### config.mk
export PLATFORM = sky130hd
export DESIGN_NAME = serial_pattern_tx
export DESIGN_NICKNAME = d
export VERILOG_FILES = /design/src/rtl/serial_pkg.sv /design/src/rtl/piso_shreg.sv /design/src/rtl/serial_pattern_tx.sv
export SDC_FILE = /design/constraint.sdc
export NUM_CORES = 1
export LEC_CHECK = 0
export BUFFER_PORTS_ARGS = -buffer_cell sky130_fd_sc_hd__buf_2
export CAP_MARGIN = 20
export CORE_MARGIN = 2
export CORE_UTILIZATION = 45
export DETAILED_ROUTE_END_ITERATION = 6
export PLACE_DENSITY = 0.75
export RECOVER_POWER = 25
export SLEW_MARGIN = 20
export SYNTH_ARGS = -nofsm -noshare
export SYNTH_HDL_FRONTEND = slang
export SYNTH_HIERARCHICAL = 1
export SYNTH_SLANG_ARGS = --single-unit
### constraint.sdc
create_clock -name clk -period 1.1 [get_ports clk]
set_input_delay 0.22 -clock clk [delete_from_list [all_inputs] [get_ports clk]]
set_output_delay 0.22 -clock clk [all_outputs]
set_load 0.02 [all_outputs]
### src/rtl/serial_pkg.sv
// Shared definitions for the serial-bit source and its sequence detectors.
package serial_pkg;

    typedef enum logic [1:0] {
        IDLE  = 2'b00,
        SHIFT = 2'b01,
        GAP   = 2'b10
    } state_t;

    localparam int GAP_CNT_W = 8;

endpackage

### src/rtl/piso_shreg.sv
// Parallel-in / serial-out register, MSB first with zero fill.
module piso_shreg #(
    parameter int WIDTH = 8
) (
    input  logic             clk,
    input  logic             rst,
    input  logic             ld,
    input  logic             sh,
    input  logic [WIDTH-1:0] d,
    output logic             msb
);

    logic [WIDTH-1:0] q;

    always_ff @(posedge clk or posedge rst) begin
        if (rst) begin
            q <= '0;
        end else if (ld) begin
            q <= d;
        end else if (sh) begin
            q <= {q[WIDTH-2:0], 1'b0};
        end
    end

    assign msb = q[WIDTH-1];

endmodule

### src/rtl/serial_pattern_tx.sv
// Frame transmitter: load a word, shift it out MSB first, then hold idle for GAP cycles.
module serial_pattern_tx
    import serial_pkg::*;
#(
    parameter int WIDTH = 8,
    parameter int GAP   = 0
) (
    input  logic             clk,
    input  logic             rst,
    input  logic             load,
    input  logic [WIDTH-1:0] data,
    output logic             ready,
    output logic             tx_bit,
    output logic             tx_valid,
    output logic             done
);

    localparam int CW = $clog2(WIDTH);

    state_t               state;
    logic [CW-1:0]        bit_cnt;
    logic [GAP_CNT_W-1:0] gap_cnt;
    logic                 done_q;
    logic                 accept;
    logic                 shifting;
    logic                 msb;

    assign accept   = (state == IDLE) && load;
    assign shifting = (state == SHIFT);

    piso_shreg #(
        .WIDTH(WIDTH)
    ) u_shreg (
        .clk(clk),
        .rst(rst),
        .ld (accept),
        .sh (shifting),
        .d  (data),
        .msb(msb)
    );

    always_ff @(posedge clk or posedge rst) begin
        if (rst) begin
            state   <= IDLE;
            bit_cnt <= '0;
            gap_cnt <= '0;
            done_q  <= 1'b0;
        end else begin
            done_q <= 1'b0;
            case (state)
                IDLE: begin
                    if (load) begin
                        bit_cnt <= CW'(WIDTH - 1);
                        state   <= SHIFT;
                    end
                end
                SHIFT: begin
                    if (bit_cnt == '0) begin
                        done_q <= 1'b1;
                        if (GAP > 0) begin
                            gap_cnt <= GAP_CNT_W'(GAP - 1);
                            state   <= serial_pkg::GAP;
                        end else begin
                            state <= IDLE;
                        end
                    end else begin
                        bit_cnt <= bit_cnt - 1'b1;
                    end
                end
                serial_pkg::GAP: begin
                    if (gap_cnt == '0) begin
                        state <= IDLE;
                    end else begin
                        gap_cnt <= gap_cnt - 1'b1;
                    end
                end
                default: state <= IDLE;
            endcase
        end
    end

    // Outputs decode straight from flops, so load never reaches them combinationally.
    assign ready    = (state == IDLE);
    assign tx_valid = shifting;
    assign tx_bit   = shifting & msb;
    assign done     = done_q;

endmodule

After elaboration in Yosys (flattened, before gate mapping)
Index checks and enable logic that the tools add are counted.

storage, ports and cells
  flip-flop bits (word level) = 22
  input port bits = 11
  word-level logic and storage cells = 35

operators by class
  $add $sub $neg = 2
  reductions and logical operators = 9
  multiplexer cells = 11
  bitwise logic cells = 2
  eq/ne operators = 6

operators by type and width
  operator                                                number
  2-to-1 mux 8 bit                                        2
  logical NOT 8 bit                                       1
  subtractor 8 x 1 -> 8 bit (second input constant)       1
  2-to-1 mux 2 bit                                        3
  2-to-1 mux 3 bit                                        2
  inequality test 2 bit (second input constant)           3
  case mux 2 bit (3 select lines)                         1
  case mux 3 bit (2 select lines)                         1
  AND reduction 3 bit                                     2
  nonzero test 2 bit                                      2
  logical NOT 3 bit                                       1
  subtractor 3 x 1 -> 3 bit (second input constant)       1
  equality test 2 x 1 -> 1 bit (second input constant)    1
  equality test 2 bit (second input constant)             1
  logical NOT 2 bit                                       1
  2-to-1 mux 1 bit                                        2
  inequality test 2 x 1 -> 1 bit (second input constant)  1
  AND reduction 2 bit                                     1
  AND 1 bit                                               1
  logical AND 1 bit                                       1
  NOT 1 bit                                               1

Longest topological paths before layout
Gate-level depths: netlist of run 1.

  depth in word-level cells = 3
  depth in mapped cells = 5
  gate-level depth less buffers = 5

Modules after synthesis
The synthesis of run 1 kept the hierarchy.

by module, submodules not included
  module             cells an instance  instances  seq. area each (sq um)  area an instance (sq um)
  piso_shreg         35                 1          200.2                   372.9
  serial_pattern_tx  27                 1          125.1                   272.8

Least setup slack after synthesis of run 1
OpenSTA, ideal clock, no wires.

  kind = reg-to-reg
  start point = reg state[0]
  end point = reg u_shreg.q[1]
  stages on the path, launching flop included = 4
  arrival = 1103 ps
  clock period less this slack = 1224 ps
  setup time = 121 ps
  path buffers = 1
  path slack = -124 ps
  path through = dfrtp_1 -> nor2b_1 -> buf_6 -> o21ai_1

on the way
  word-level cells in the longest chain between the ends = 3

ends and longest elaborated chain
  item                                                           line                     source
  start, declared                                                serial_pattern_tx.sv:20  state_t state;
  start signal, assigned                                         serial_pattern_tx.sv:62  state <= serial_pkg::GAP;
  logical NOT 2 bit (*)                                          serial_pattern_tx.sv:28  assign accept = (state == IDLE) && load;
  logical AND 1 bit (*)                                          serial_pattern_tx.sv:28
  named net accept                                               serial_pattern_tx.sv:24  logic accept;
  2-to-1 mux 8 bit / nonzero test 2 bit (equally long branches)  -
  end signal, assigned                                           piso_shreg.sv:21         q <= {q[WIDTH-2:0], 1'b0};
  end, declared                                                  piso_shreg.sv:13         logic [WIDTH-1:0] q;

Mark *: on every way through the listed nets, which the timed path passes. The rest lies on a longest branch.
A chain may end at the register's enable or synchronous reset.

Final worst setup path of run 1
  start point = reg state[0]
  end point = out tx_bit

on the way
  word-level cells in the longest chain between the ends = 2

ends and longest elaborated chain
  item                          line                     source
  equality test 2 x 1 -> 1 bit  serial_pattern_tx.sv:29  assign shifting = (state == SHIFT);
  AND 1 bit                     serial_pattern_tx.sv:85  assign tx_bit = shifting & msb;
  end, declared                 serial_pattern_tx.sv:13  output logic tx_bit,

No other way between the ends.

==> results.md, run 1 <==
- The count of boundary I/O pins is 15.
- Setup repair after global routing could not meet its margin everywhere.
- The worst slack at placement is -0.00720 ns.
- The die is 41.9 µm wide.
- The DRC marker count from the first detailed-route iteration is 1.
- The power density normalized to cell area is 2820 nW/µm².
- In the post-synthesis netlist, the biggest area contributors are dfrtp_1 (50%), mux2i_1 (12%), o21ai_1 (5.4%).
- The number of CTS-inserted buffers is 3.
- The layout filler cell count is 119.
- The average footprint of a synthesized cell is 10.4 µm².
- The tightest min-delay check is of the in2reg type.
- In this run, synthesis inferred 0 flip-flops with an integrated enable.
- The number of endpoints with negative hold slack in the final report came to 0.
- The final critical-path setup slack is -0.0885 ns.
- The worst hold slack is 0.152 ns.
- In this run the tool buffered the top-level ports with 14 buffer cells.
- The H-tree depth is 1.
- The data arrival time of the critical path is 0.97 ns.
- Row generation in the floorplan step produced 13 rows.
- The relative max-transition margin is 81.0%.
- Among all cell types in the netlist, the one instantiated most often is dfrtp_1.
- The placed standard-cell area is 768 µm².
- The repair_antennas step left the layout with diodes totalling 0.
- The worst stage delay on the critical path is 0.44 ns.
- The dominant synthesized flop cell is dfrtp_1.
- The routed via count divided by cell count is 4.89.
- The actual slew at the worst max-slew pin is 0.285 ns.
- The global placement routability congestion is 0.710.
- The first TritonRoute pass finished after 2 iterations.
- After synthesis, the largest area contributor takes up 50.4% of total cell area.
- The layout net count is 101.
- The cell area after synthesis is 646 µm².
- The sequential cell area fraction in the yosys report is 50.4%.
- The type of element launching the critical path is a flop.
- At the worst endpoint, the required time is 0.88 ns.
- The die covers 1750 µm².
- The signal on the critical path passes through and2_4 > buf_6.
- Counting every net in the synthesized netlist gives 75.
- The clock-pin slew on the worst setup and hold paths is 0.08 ns.
- The worst setup path is captured at an output port.
- For this run, the total global-route usage over all layers was measured as 16.4%.
- The placeable core region is 1320 µm².
- The synthesized netlist contains 19 unique library cells.
- The checks that failed: negative setup slack.
- The time the final worst path needs with I/O delays and setup is 1.19 ns.
- The peak ir drop on the vdd network is 1360 µV.
- The Yosys warning count is 6.
- The total non-filler cell area in the finished layout is 881 µm².
- After detailed routing, the average wire length per cell comes to 11.8 µm.
- The number of stages on the worst hold path is 3.
- From bottom edge to top edge, the die measures 41.9 µm.
- The HPWL reported at the end of detailed placement is 909 µm.
- The starting density of the core is 49.0%.
- The cell type with the largest total area after synthesis is dfrtp_1.
- Counting cells, the worst reg-to-reg path comes to 4.
- The number of global-route vias before repair is 537.
- After detailed routing, the total wire length is 1.20 mm.
- The number of instances in the placed design is 94.
- For the final routed database, the setup TNS stands at -0.230 ns.
- The final number of setup-violating endpoints is 3.
- The largest net degree at the start of global routing is 15.
- The layout overhead on the synthesized area is 36.4%.
- The reg2reg setup slack is 0.01 ns.
- The initial antenna violation count came to 0.
- CTS saw 13 sinks.
- The run finished, with violations left.
- Between clock sinks in the finished design, the worst skew comes to 0.00533 ns.
- Derived from the worst setup path, the maximum achievable clock frequency is 0.841 GHz.
- The leakage power is 0.468 nW.
- TritonCTS built the clock tree.
- The critical path in this run is classified as reg2out.
- The final max-slew violation count came to 0.
- The standard cell with the maximum stage delay on the critical path is dfrtp_2.
- The max-capacitance violation count is 0.
- The clock latency on the worst-skew pair is 0.27 ns.
- The layout cell share with drive strength beyond 1 is 41.4%.
- The first global-routing pass estimated 2.19 mm of wire.
- The detailed-route DRC error count is 0.
- After synthesis, the share of flip-flops with an asynchronous set or reset is 100%.
- Counting along the longest clock path gives a buffer depth of 2.
- After synthesis, the most frequently instantiated cells are dfrtp_1 (13), mux2i_1 (8), nand2_1 (8), inv_1 (7), o21ai_1 (7).
- The finished layout holds 102 standard cells, fillers aside.
- The synthesized design contains 13 register bits.
- Synthesis produced a netlist whose cell count is 62.
- The remaining antenna violation count is 0.
- The post-route fraction of the period consumed by the critical path is 108%.
- Of all nets on the critical path, the largest fanout is 4.
- For this block, the via count after detailed routing is 499.
- In this run the clock root is driven by a clkbuf_4.
- The total global routing overflow is 0.
-- repair_timing --
| item | 4_1_cts | 5_1_grt |
|---|---|---|
| setup endpoints to repair | 5 | 14 |
| pin swaps | 1 | 1 |
| hold buffers | 1 | 0 |
| resized for setup | 10 | 5 |
| setup buffers | 2 | 1 |
| endpoints found under the hold margin | 13 | 0 |
-- layer usage --
metal / track usage [%] / up-vias / share of wire, %
met5: 0 / - / 0
met4: 9.68 / 0 / 1.7
met3: 1.30 / 4 / 3.7
met2: 27.2 / 12 / 54
met1: 20.7 / 229 / 41
li1: - / 254 / -
-- report_power, final --
| group | internal, mW | leakage [nW] | switching, mW |
|---|---|---|---|
| Sequential | 0.678 | 0.164 | 0.114 |
| Clock | 0.140 | 0.0150 | 0.144 |
| Combinational | 0.758 | 0.290 | 0.651 |
-- state kept, by name, summed over array words and instances (netlist names) --
signal,cells
u_shreg/q,8
bit_cnt,3
done,1
state,1
-- metrics by stage --
| step | utilization [%] | total power [mW] |
|---|---|---|
| finish | 66.9 | 2.49 |
| global route | 66.9 | 2.69 |
| CTS | 65.2 | 2.41 |
| detailed placement | 58.3 | 1.91 |
| global placement | 58.3 | 1.86 |
| floorplan | - | 1.59 |
-- final timing paths --
check	from	endpoint
worst min-delay path	data[0]	u_shreg/q[0]
worst max register to register	state[0]	u_shreg/q[4]
worst max-delay path	state[0]	tx_bit
max in group asynchronous	rst	u_shreg/q[6]
min in group asynchronous	rst	bit_cnt[2]
worst min register to register	u_shreg/q[0]	u_shreg/q[0]
-- cell families after synthesis --
family | after synthesis | share of synthesized area (%)
DFF | 13 | 50.4
muxes | 8 | 12.4
adders and majority gates | 2 | 3.88
buffers and inverters | 9 | 7.56
and+or+nand+nor | 18 | 13.8
AOI/OAI and AO/OA | 11 | 10.7
xor gates and xnor gates | 1 | 1.36
-- layout make-up --
cell class                 instances  area, µm²  area share, %
timing repair buffer              23        175           19.9
sequential                        13        327           37.1
clock buffer                       4       26.3           2.98
multi-input combinational         40        308           34.9
tap                               15       18.8           2.13
inverter                           7       26.3           2.98
-- cells in the final DEF, fill, tap and decap left out, types with 2 or more instances in the layout --
| master | synthesis | final |
|---|---|---|
| buf_6 | 2 | 4 |
| nor2_1 | 4 | 4 |
| dfrtp_1 | 13 | 12 |
| o21ai_1 | 7 | 7 |
| mux2i_1 | 8 | 8 |
| buf_2 | 0 | 11 |
| inv_1 | 7 | 5 |
| nand2_1 | 8 | 8 |
| buf_4 | 0 | 6 |
| clkbuf_4 | 0 | 3 |
| inv_2 | 0 | 2 |
-- worst max-delay path, delay by kind of cell, from the launching register on --
kind | cells | cell delay [ns]
buffers and inverters | 1 | 0.12
DFF | 1 | 0.44
and+or+nand+nor | 1 | 0.15
No activity file was read; power rests on OpenSTA's default activity.
==> run 2: changes to the inputs <==
Settings changed: HOLD_SLACK_MARGIN set to 0.03, TNS_END_PERCENT set to 10.
==> results.md, run 2 (synthesized netlist as in run 1, its figures left out) <==
- The clock latency on the worst-skew pair is 0.27 ns.
- The placeable core region is 1320 µm².
- Traced cell by cell, the critical path runs through and2_4 > buf_6.
- In this design, the largest share of critical-path delay is due to flip-flops.
- The net count of the finished layout is 100.
- The clock tree from TritonCTS is built.
- The final route contains 494 vias.
- CTS placed an instance of clkbuf_4 at the clock tree root.
- The critical setup path kind is reg2out.
- The maximum clock insertion buffer count is 2.
- The area growth from synthesis to layout is 33.9%.
- The leakage power is 0.465 nW.
- The final routed wirelength across all metal layers is 1.15 mm.
- After layout, the worst setup slack is -0.0889 ns.
- Across every metal layer, demand over resource in global routing totals 16.4%.
- The library cells used most frequently in the layout, excluding fill and tap cells, are dfrtp_1 (12), buf_2 (11), mux2i_1 (8), nand2_1 (8), o21ai_1 (7).
- For this design the top-level I/O count stands at 15.
- The maximum operating frequency is 0.841 GHz.
- The actual slew at the worst max-slew pin is 0.285 ns.
- The number of CTS-inserted buffers is 3.
- The remaining antenna violation count is 0.
- The register with the most flip-flops is u_shreg/q.
- The global placement routability congestion is 0.710.
- The count of TritonRoute iterations in the first routing pass is 2.
- In the final routed layout, each cell accounts on average for 11.4 µm.
- The number of instances in the placed design is 94.
- The count of buffers added on input and output ports is 14.
- The worst setup skew after layout is 0.00539 ns.
- The final cell count without fillers is 101.
- The final max-slew violation count is 0.
- Across the run, the number of max-cap violations was 0.
- The post-route fraction of the period consumed by the critical path is 108%.
- The final reports fail on negative setup slack.
- The clock drives 13 sinks.
- The time the final worst path needs with I/O delays and setup is 1.19 ns.
- Entering global routing, the biggest net connects 15 pins.
- The count of buffer and inverter cells on the critical path is 1.
- Across the VDD grid, the largest voltage drop is 1350 µV.
- The flip-flop count of the largest register after layout is 8.
- The commonest non-fill, non-tap cell in the layout is dfrtp_1.
- The highest fanout seen on the critical path is 4.
- The die is 41.9 µm tall.
- The total global routing overflow is 0.
- The worst stage delay on the critical path is 0.44 ns.
- The chip width is 41.9 µm.
- The largest registers in the layout are u_shreg/q: 8 flops, bit_cnt: 3 flops.
- The power density normalized to cell area is 2800 nW/µm².
- The detailed-route DRC error count is 0.
- The number of endpoints with negative hold slack in the final report is 0.
- The power after layout is 2.42 mW.
- The number of antenna cells inserted is 0.
- The full die area is 1750 µm².
- The routed via count divided by cell count is 4.89.
- In this run, the number of DRC markers left after iteration 0 of detailed routing was 1.
- The first global-routing pass estimated 2.19 mm of wire.
- Measured on the finished design, the core utilization comes to 65.6%.
- The data arrival time of the critical path is 0.97 ns.
- Fill cells in the final layout number 119.
- The clock-pin slew on the worst setup and hold paths is 0.08 ns.
- The standard cell with the maximum stage delay on the critical path is dfrtp_2.
- The relative max-transition margin is 81.0%.
- Setup repair after global routing could not meet its margin everywhere.
- For the final routed database, the setup TNS stands at -0.232 ns.
- In this run the worst hold path is classified as in2reg.
- The H-tree depth is 1.
- The cell row count is 13.
- The starting density of the core is 49.0%.
- The worst setup path is launched from a flop.
- The run finished, with violations left.
- The initial antenna violation count was 0.
- The post-route netlist has 38.4% of its cells at a drive strength greater than 1.
- The required time of the worst setup path is 0.88 ns.
- The number of global-route vias before repair is 537.
- The final number of setup-violating endpoints is 3.
- Once detailed placement completed, the half-perimeter wirelength came to 909 µm.
- The worst setup path is captured at an output port.
==> run 2: cell count changes in the layout (fill, tap and decap cells not counted), sizes merged <==
cell / previous run / this run
buf: 22 / 21
==> run 2: layout make-up <==
class                           count  area [µm²]  share of cell area [%]
Clock buffer                        4        26.3                    3.04
Sequential cell                    13         327                    37.8
Inverter                            7        26.3                    3.04
Tap cell                           15        18.8                    2.17
Timing Repair Buffer               22         168                    19.4
Multi-Input combinational cell     40         299                    34.6
==> run 2: metal layers <==
metal / global-route usage (%) / vias up / share of wire (%)
li1: - / 253 / -
met1: 20.7 / 227 / 43
met2: 27.2 / 10 / 52
met3: 1.30 / 4 / 2.6
met4: 9.68 / 0 / 1.8
met5: 0 / - / 0
==> run 2: worst register-to-register path: stages (launching register included) <==
cell     delay (ns)
dfrtp_2        0.40
buf_4          0.16
buf_6          0.14
mux2i_1        0.21
o21ai_1        0.08
==> run 2: path summary, 6_finish.rpt <==
kind,end,cells past startpoint,start,slack [ns]
max reg2reg,u_shreg/q[4],4,state[0],0.01
max,tx_bit,2,state[0],-0.09
min,u_shreg/q[0],3,data[0],0.15
min in group asynchronous,bit_cnt[2],3,rst,0.41
max in group asynchronous,u_shreg/q[6],3,rst,0.43
min reg2reg,u_shreg/q[0],2,u_shreg/q[0],0.55
==> run 2: per-stage QoR <==
step / cell area, µm² / setup slack (ns) / hold WS [ns]
finish: 865 / -0.0889 / 0.152
CTS: 860 / -0.103 / 0.149
detailed placement: 768 / -0.00720 / 0.136
global placement: 768 / 0.0293 / 0.132
floorplan: 652 / 0.0116 / -0.00155
global route: 865 / -0.131 / 0.176
==> run 2: power breakdown <==
group          total, mW  switching, mW  internal (mW)
logic               1.34          0.620          0.719
registers          0.794          0.115          0.678
clock network      0.284          0.144          0.140
==> run 2: timing repair <==
item,in CTS,in global routing
setup buffers,2,0
hold buffers,1,0
resized for setup,10,3
hold endpoints to repair,13,0
endpoints found under the setup margin,5,14
pin swaps,1,0
